File: src/rtl/conv_ifm_streamer_if.sv
// Pixel-stream bundle between the ifm streamer, the ifm/kernel buffers and the
// 1x1 conv MAC array. The streamer is the master.
interface conv_ifm_streamer_if #(
   parameter int WIDTH  = 16,
   parameter int ADDR_W = 16,
   parameter int CH_W   = 10,
   parameter int PIX_W  = 6
);
   logic              rd_en;
   logic [ADDR_W-1:0] rd_addr;
   logic [WIDTH-1:0]  rd_data;
   logic [CH_W-1:0]   ker_addr;
   logic [WIDTH-1:0]  pix_out;
   logic              pix_valid;
   logic              mac_clr;
   logic              acc_last;
   logic [PIX_W-1:0]  pix_idx;
   logic [CH_W-1:0]   ch_idx;

   modport master (
      output rd_en, rd_addr, ker_addr,
      output pix_out, pix_valid, mac_clr, acc_last, pix_idx, ch_idx,
      input  rd_data
   );

   modport slave (
      input  rd_en, rd_addr, ker_addr,
      input  pix_out, pix_valid, mac_clr, acc_last, pix_idx, ch_idx,
      output rd_data
   );
endinterface

File: src/rtl/conv_ifm_streamer.sv
// Walks every pixel x channel of an ifm buffer and streams one element per
// cycle to the broadcast input of a 1x1 conv MAC array, with clear/last strobes.
module conv_ifm_streamer #(
   parameter int WIDTH  = 16,
   parameter int CHIN   = 736,
   parameter int PIXELS = 64,
   parameter int ADDR_W = 16,
   parameter int CH_W   = 10,
   parameter int PIX_W  = 6
) (
   input  logic                 clk,
   input  logic                 rst,
   input  logic                 start,
   input  logic                 pause,
   output logic                 busy,
   output logic                 done,
   conv_ifm_streamer_if.master  bus
);

   typedef enum logic [1:0] {IDLE, STREAM, DRAIN, DONE} state_t;

   localparam logic [CH_W-1:0]  CH_MAX  = CH_W'(CHIN - 1);
   localparam logic [PIX_W-1:0] PIX_MAX = PIX_W'(PIXELS - 1);

   state_t            state, state_nxt;
   logic [CH_W-1:0]   ch;
   logic [PIX_W-1:0]  pix;
   logic [ADDR_W-1:0] addr;
   logic              issue;
   logic              ch_last;
   logic              pix_last;

   // output stage registers
   logic              vld_q;
   logic              clr_q;
   logic              last_q;
   logic [CH_W-1:0]   ch_q;
   logic [PIX_W-1:0]  pix_q;
   logic [WIDTH-1:0]  pix_hold;

   assign ch_last  = (ch == CH_MAX);
   assign pix_last = (pix == PIX_MAX);

   always_ff @(posedge clk or negedge rst) begin
      if (!rst) state <= IDLE;
      else      state <= state_nxt;
   end

   always_comb begin
      state_nxt = state;
      issue     = 1'b0;
      busy      = 1'b1;
      done      = 1'b0;
      case (state)
         IDLE: begin
            busy = 1'b0;
            if (start) state_nxt = STREAM;
         end
         STREAM: begin
            issue = !pause;
            if (issue && ch_last && pix_last) state_nxt = DRAIN;
         end
         DRAIN: state_nxt = DONE;
         DONE: begin
            done      = 1'b1;
            state_nxt = IDLE;
         end
         default: state_nxt = IDLE;
      endcase
   end

   // rd_addr = pix*CHIN + ch advances by one per issue, so a running counter
   // replaces the multiply; all counters park at 0 after the final issue.
   always_ff @(posedge clk or negedge rst) begin
      if (!rst) begin
         ch   <= '0;
         pix  <= '0;
         addr <= '0;
      end else if (state == IDLE && start) begin
         ch   <= '0;
         pix  <= '0;
         addr <= '0;
      end else if (issue) begin
         if (ch_last) begin
            ch <= '0;
            if (pix_last) begin
               pix  <= '0;
               addr <= '0;
            end else begin
               pix  <= pix + PIX_W'(1);
               addr <= addr + ADDR_W'(1);
            end
         end else begin
            ch   <= ch + CH_W'(1);
            addr <= addr + ADDR_W'(1);
         end
      end
   end

   always_ff @(posedge clk or negedge rst) begin
      if (!rst) begin
         vld_q    <= 1'b0;
         clr_q    <= 1'b0;
         last_q   <= 1'b0;
         ch_q     <= '0;
         pix_q    <= '0;
         pix_hold <= '0;
      end else begin
         vld_q  <= issue;
         clr_q  <= issue && (ch == '0);
         last_q <= issue && ch_last;
         if (issue) begin
            ch_q  <= ch;
            pix_q <= pix;
         end
         if (vld_q) pix_hold <= bus.rd_data;
      end
   end

   assign bus.rd_en     = issue;
   assign bus.rd_addr   = addr;
   assign bus.ker_addr  = ch;
   // buffer data lands exactly one cycle after the read; hold it between beats
   assign bus.pix_out   = vld_q ? bus.rd_data : pix_hold;
   assign bus.pix_valid = vld_q;
   assign bus.mac_clr   = clr_q;
   assign bus.acc_last  = last_q;
   assign bus.pix_idx   = pix_q;
   assign bus.ch_idx    = ch_q;

endmodule

File: src/flat_wrapper.sv
// flat-port wrapper written by rule: the top's interface ports become plain ports
module conv_ifm_streamer_flat 
#(
   parameter int WIDTH  = 16,
   parameter int CHIN   = 736,
   parameter int PIXELS = 64,
   parameter int ADDR_W = 16,
   parameter int CH_W   = 10,
   parameter int PIX_W  = 6
)
  (clk, rst, start, pause, busy, done, bus_rd_en, bus_rd_addr, bus_ker_addr, bus_pix_out, bus_pix_valid, bus_mac_clr, bus_acc_last, bus_pix_idx, bus_ch_idx, bus_rd_data);
  conv_ifm_streamer_if #(.WIDTH(WIDTH), .ADDR_W(ADDR_W), .CH_W(CH_W), .PIX_W(PIX_W)) bus_i ();
  input  logic clk;
  input  logic rst;
  input  logic start;
  input  logic pause;
  output logic busy;
  output logic done;
  output wire logic [$bits(bus_i.rd_en)-1:0] bus_rd_en;
  output wire logic [$bits(bus_i.rd_addr)-1:0] bus_rd_addr;
  output wire logic [$bits(bus_i.ker_addr)-1:0] bus_ker_addr;
  output wire logic [$bits(bus_i.pix_out)-1:0] bus_pix_out;
  output wire logic [$bits(bus_i.pix_valid)-1:0] bus_pix_valid;
  output wire logic [$bits(bus_i.mac_clr)-1:0] bus_mac_clr;
  output wire logic [$bits(bus_i.acc_last)-1:0] bus_acc_last;
  output wire logic [$bits(bus_i.pix_idx)-1:0] bus_pix_idx;
  output wire logic [$bits(bus_i.ch_idx)-1:0] bus_ch_idx;
  input wire logic [$bits(bus_i.rd_data)-1:0] bus_rd_data;
  assign bus_rd_en = bus_i.rd_en;
  assign bus_rd_addr = bus_i.rd_addr;
  assign bus_ker_addr = bus_i.ker_addr;
  assign bus_pix_out = bus_i.pix_out;
  assign bus_pix_valid = bus_i.pix_valid;
  assign bus_mac_clr = bus_i.mac_clr;
  assign bus_acc_last = bus_i.acc_last;
  assign bus_pix_idx = bus_i.pix_idx;
  assign bus_ch_idx = bus_i.ch_idx;
  assign bus_i.rd_data = bus_rd_data;
  conv_ifm_streamer #(.WIDTH(WIDTH), .CHIN(CHIN), .PIXELS(PIXELS), .ADDR_W(ADDR_W), .CH_W(CH_W), .PIX_W(PIX_W)) u_core (.clk(clk), .rst(rst), .start(start), .pause(pause), .busy(busy), .done(done), .bus(bus_i));
endmodule
File: config.mk
export PLATFORM = sky130hd
export DESIGN_NAME = conv_ifm_streamer_flat
export DESIGN_NICKNAME = d
export VERILOG_FILES = /design/src/rtl/conv_ifm_streamer_if.sv /design/src/rtl/conv_ifm_streamer.sv /design/src/flat_wrapper.sv
export SDC_FILE = /design/constraint.sdc
export NUM_CORES = 1
export LEC_CHECK = 0
export BUFFER_PORTS_ARGS = -buffer_cell sky130_fd_sc_hd__buf_4
export CAP_MARGIN = 40
export CORE_ASPECT_RATIO = 1.5
export CORE_MARGIN = 10
export CORE_UTILIZATION = 51
export CTS_CLUSTER_SIZE = 28
export DETAILED_ROUTE_END_ITERATION = 10
export GPL_ROUTABILITY_DRIVEN = 0
export GPL_TIMING_DRIVEN = 1
export PLACE_DENSITY = 0.78
export SYNTH_ARGS = -nofsm -noshare
export SYNTH_HDL_FRONTEND = slang
export SYNTH_SLANG_ARGS = --single-unit
File: constraint.sdc
create_clock -name clk -period 2.5 [get_ports clk]
set_input_delay 0.125 -clock clk [delete_from_list [all_inputs] [get_ports clk]]
set_output_delay 0.125 -clock clk [all_outputs]
set_load 0.005 [all_outputs]
* Word-level counts from Yosys, hierarchy flattened
Cells that the tools add are included.
W data, S select, Z words.
** Operators by class
- $mul :: 0
- Eq/ne operators :: 7
- Div/mod/pow operators :: 0
- Bitwise logic cells :: 0
- Order comparisons :: 0
- Mux-type cells :: 18
- Reduce and logical (&&, ||, !) cells :: 12
- Add/subtract/negate cells :: 3
- Shift-type cells :: 0
** Operators by type and width (number)
- $mux W16 :: 5
- $mux W10 :: 3
- $mux W6 :: 4
- $add A16 B1 Y16 const B :: 1
- $add A10 B1 Y10 const B :: 1
- $eq A10 B10 Y1 const B :: 1
- $logic_not A10 Y1 :: 1
- $pmux W2 S4 :: 1
- $add A6 B1 Y6 const B :: 1
- $eq A6 B6 Y1 const B :: 1
- $logic_and A1 B1 Y1 :: 5
- $eq A2 B2 Y1 const B :: 2
- $mux W2 :: 2
- $reduce_and A2 Y1 :: 2
- $reduce_bool A2 Y1 :: 2
- $mux W1 :: 3
- $eq A2 B1 Y1 const B :: 1
- $logic_not A2 Y1 :: 1
- $ne A2 B1 Y1 const B :: 1
- $ne A2 B2 Y1 const B :: 1
- $logic_not A1 Y1 :: 1
** Storage, ports and cells
- Register bits :: 69
- Latch bits :: 0
- RAM bits :: 0
- Bits in read-only memories :: 0
- Output and inout port bits :: 64
- Input bits :: 20
- Word-level logic and storage cells :: 50
- Memories kept :: 0

* Longest topological paths before layout
- Depth in word-level cells :: 5
- Depth in mapped cells :: 10
- Mapped depth without buffers :: 9

* Least setup slack after synthesis
OpenSTA, ideal clock, no wires.
- Path type :: register -> register
- Start point :: register u_core.ch[5], in the netlist u_core.bus.ker_addr[5]
- End point :: register u_core.addr[11], in the netlist u_core.bus.rd_addr[11]
- Path slack :: 0.597 ns
- Period minus slack after synthesis :: 1.903 ns
- Buffers on the path :: 2
- Stages on the path, launching flop included :: 8
- Setup time :: 0.119 ns
- Data required time :: 2.381 ns
- Arrival :: 1.785 ns
- Cell sequence :: dfrtp_1 -> buf_2 -> nand4bb_4 -> or4_4 -> and3_1 -> buf_6 -> a21o_1 -> o21a_1
** Between the ends
- Longest elaborated chain between the ends :: 4
** Ends and longest elaborated chain
- from (decl) :: line conv_ifm_streamer.sv:26 : logic [CH_W-1:0] ch;
- from (signal assigned) :: line conv_ifm_streamer.sv:94 : ch <= ch + CH_W'(1);
- $eq A10 B10 Y1 :: line conv_ifm_streamer.sv:41 : assign ch_last = (ch == CH_MAX);
- $mux W16 :: line conv_ifm_streamer.sv:84 : if (ch_last) begin
- $mux W16 :: line conv_ifm_streamer.sv:83 : end else if (issue) begin
- $mux W16 :: line conv_ifm_streamer.sv:79 : end else if (state == IDLE && start) begin
- to (signal assigned) :: line conv_ifm_streamer.sv:91 : addr <= addr + ADDR_W'(1);
- to (signal assigned) :: line conv_ifm_streamer.sv:95 : addr <= addr + ADDR_W'(1);
- to (decl) :: line conv_ifm_streamer.sv:28 : logic [ADDR_W-1:0] addr;
Every way passes these cells. The select of a mux whose other input is x is not followed.
A chain may end at the register's enable or synchronous reset.

* Final worst setup path
- Start point :: register u_core.pix[0]
- End point :: register u_core.state[1]
** Between the ends
- Longest elaborated chain between the ends :: 4
** Ends and longest elaborated chain
- from (decl) :: line conv_ifm_streamer.sv:27 : logic [PIX_W-1:0] pix;
- from (signal assigned) :: line conv_ifm_streamer.sv:90 : pix <= pix + PIX_W'(1);
- $eq A6 B6 Y1 :: line conv_ifm_streamer.sv:42 : assign pix_last = (pix == PIX_MAX);
- $logic_and A1 B1 Y1 :: line conv_ifm_streamer.sv:61 : if (issue && ch_last && pix_last) state_nxt = DRAIN;
- $ne A2 B1 Y1 (no source line)
- $reduce_and A2 Y1 (no source line)
- to (signal assigned) :: line conv_ifm_streamer.sv:46 : else state <= state_nxt;
- to (decl) :: line conv_ifm_streamer.sv:25 : state_t state, state_nxt;
Every way passes these cells.

==> impl_metrics.ini <==
[synth]
synth_area_um2 = 3180
yosys.area.top_type_share_pct = 54.4
synthTopCellsByCount = nand2_1 (73), dfrtp_1 (69), nor2_1 (27)
ys.flop_type = dfrtp_1
ys_seq_elements = 69
synthTopCellsByArea = dfrtp_1 (54%), nand2_1 (8.6%), mux2_2 (5.7%), ha_1 (3.5%), nor2_1 (3.2%)
synth.most_common_cell = nand2_1
synth.avg_cell_area_um2 = 10.1
synth_cell_types = 44
yosys.area.top_type = dfrtp_1
ys_async_sr_fraction_pct = 100
yosysWarnings = 0
synth_seq_area_share_pct = 54.4
netlist_instances = 313
synth_edf_count = 0
synth_nets = 342

[power_and_ir_drop]
p_leak_nw = 2.08
p_per_area_nw_per_um2 = 748
p_total_mw = 3.06
vdd_drop_max_mv = 0.507

[setup_path]
timing.critical_path.cells = ha_1, nand3_1, or4_4, o21ai_1, o21ai_1, mux2_4
cp_top_family = simple AND/OR/NAND/NOR gates
cp.required_ns = 2.73
path_common_cell = o21ai_1
crit_type = reg2reg
cp-end-kind = flop
worstPathArrival_ns = 2.34
r2r-start = u_core.pix[0]
worst-path-max-fanout = 6
crit_path_max_incr_delay_ns = 0.54
crit_buf_inv = 0
timing.critical_path.from = u_core.pix[0]
cpMaxStageDelayCell = or4_4
start_kind = flop

[drt]
routed_wl_um = 7930
first_pass_iters = 4
wl_per_cell_um = 16.7
drt_iter0_markers = 252
vias_per_cell = 5.43
vias = 2585
remaining_drc_errors = 0
antenna_left = 0

[global_route]
first_global_vias = 2618
gr-total-overflow = 0
grt_pass1_wl_um = 13200
antenna_found_initial = 0
grt.total_usage_pct = 16.6
grt_max_degree = 70

[clock_network]
cts_buffers = 9
cts_root_buffer = clkbuf_8
clk_path_buf_depth = 2
cts-htree-levels = 3
clk_pin_slew_ns = 0.08
clock-sinks = 69
cts_tree = done
clock_latency_ns = 0.34

[timing]
tns_ns = 0
maxSlewViolCount = 0
timing.slew.headroom_pct = 44.3
fmax_mhz = 474
setup-violations-final = 0
fin_skew_ns = 0.00943
rsz0062_at_grt = no
tightest_slew_ns = 0.836
hold_viol = 0
fin_crit_sh_pct = 84.3
final.min_clock_period_ns = 2.11

[worst_hold_path]
worstHoldPathType = in2reg
hp-start = bus_rd_data[8]

[die]
die-width_um = 84.4
boundaryPins = 84
std_cell_rows = 35
dieArea_um2 = 9850
die_h_um = 117
coreArea_um2 = 6090
start_util_pct = 52.2

[final_layout]
register_area_um2 = 1730
diodes = 0
syn_to_final_growth_pct = 29.0
nets = 426
design_area_um2 = 4100
drive_gt1_share_pct = 30.1
multiInputGateArea_um2 = 1350
nFillCells = 485

[placed_design]
io_buffers = 83
placed_area_um2 = 3850
hpwl_um = 5960

[run]
cap_violations = 0

[status]
status = completed
cell usage in the layout, fill, tap and decap left out, drive strengths merged, types with 4 or more instances in the layout:
master and instances:
a21oi 10, and3 4, buf 86, clkbuf 10
dfrtp 69, ha 9, inv 8, mux2 17
nand2 73, nand3 17, nand4 5, nor2 27
o21ai 8, xnor2 7, xor2 10
layout make-up:
type                       count  share of cell area (%)
sequential                    69                    42.1
clock buffer                  10                    3.11
tap                           74                    2.26
inverter                       8                   0.733
timing repair buffer          87                    16.0
clock inverter                 6                    2.72
multi-input combinational    222                    33.0
metrics by stage:
stage	hold slack, ns	setup slack (ns)	std cells	util, %
final	0.0276	0.392	476	67.3
after global routing	0.0141	0.135	476	67.3
after CTS	0.0196	0.386	476	67.3
after global placement	0.281	0.461	459	63.2
after detailed placement	0.291	0.414	459	63.2
after floorplan	-0.171	0.597	313	-
state kept, by name, indices dropped and copies added, names as in the netlist:
| register | cells |
|---|---|
| u_core.bus.acc_last | 1 |
| u_core.bus.ch_idx | 10 |
| u_core.bus.ker_addr | 10 |
| u_core.bus.mac_clr | 1 |
| u_core.bus.pix_idx | 6 |
| u_core.bus.pix_valid | 1 |
| u_core.bus.rd_addr | 16 |
| u_core.pix | 6 |
| u_core.pix_hold | 16 |
| u_core.state | 2 |
path summary, 6_finish.rpt:
kind	end	slack (ns)	cells past startpoint
max reg2reg	u_core.state[1]	0.39	6
min	u_core.pix_hold[8]	0.03	2
max	u_core.state[1]	0.39	6
min reg2reg	u_core.bus.ch_idx[3]	0.48	2
max in group asynchronous	u_core.pix[2]	1.53	2
min in group asynchronous	u_core.pix_hold[8]	0.43	2
repair_timing:
item | 4_1_cts | 5_1_grt
hold endpoints to repair | 69 | 0
hold buffers | 1 | 0
buffers inserted | 0 | 0
resized for setup | 0 | 0
cells by family after synthesis:
| logic type | share of synthesized area [%] |
|---|---|
| AOI/OAI and AO/OA | 6.62 |
| xor gates and xnor gates | 4.69 |
| adders and majority gates | 3.55 |
| buffers and inverters | 2.99 |
| DFF | 54.4 |
| muxes | 6.46 |
| and+or+nand+nor | 21.3 |
per-layer routing:
metal  up-vias  track usage [%]  routed length, µm
li1       1229                -                  -
met5         -                0                  0
met4         0             9.03                242
met3        23             4.68                538
met1      1227             19.3               3310
met2       106             27.0               3840
where the power goes:
group | internal (mW) | total [mW] | leakage (nW) | switching (mW)
Clock | 0.663 | 1.08 | 0.116 | 0.419
Combinational | 0.312 | 0.553 | 1.07 | 0.241
Sequential | 1.25 | 1.43 | 0.893 | 0.178
Note: power is estimated with default switching activity, not from simulation.
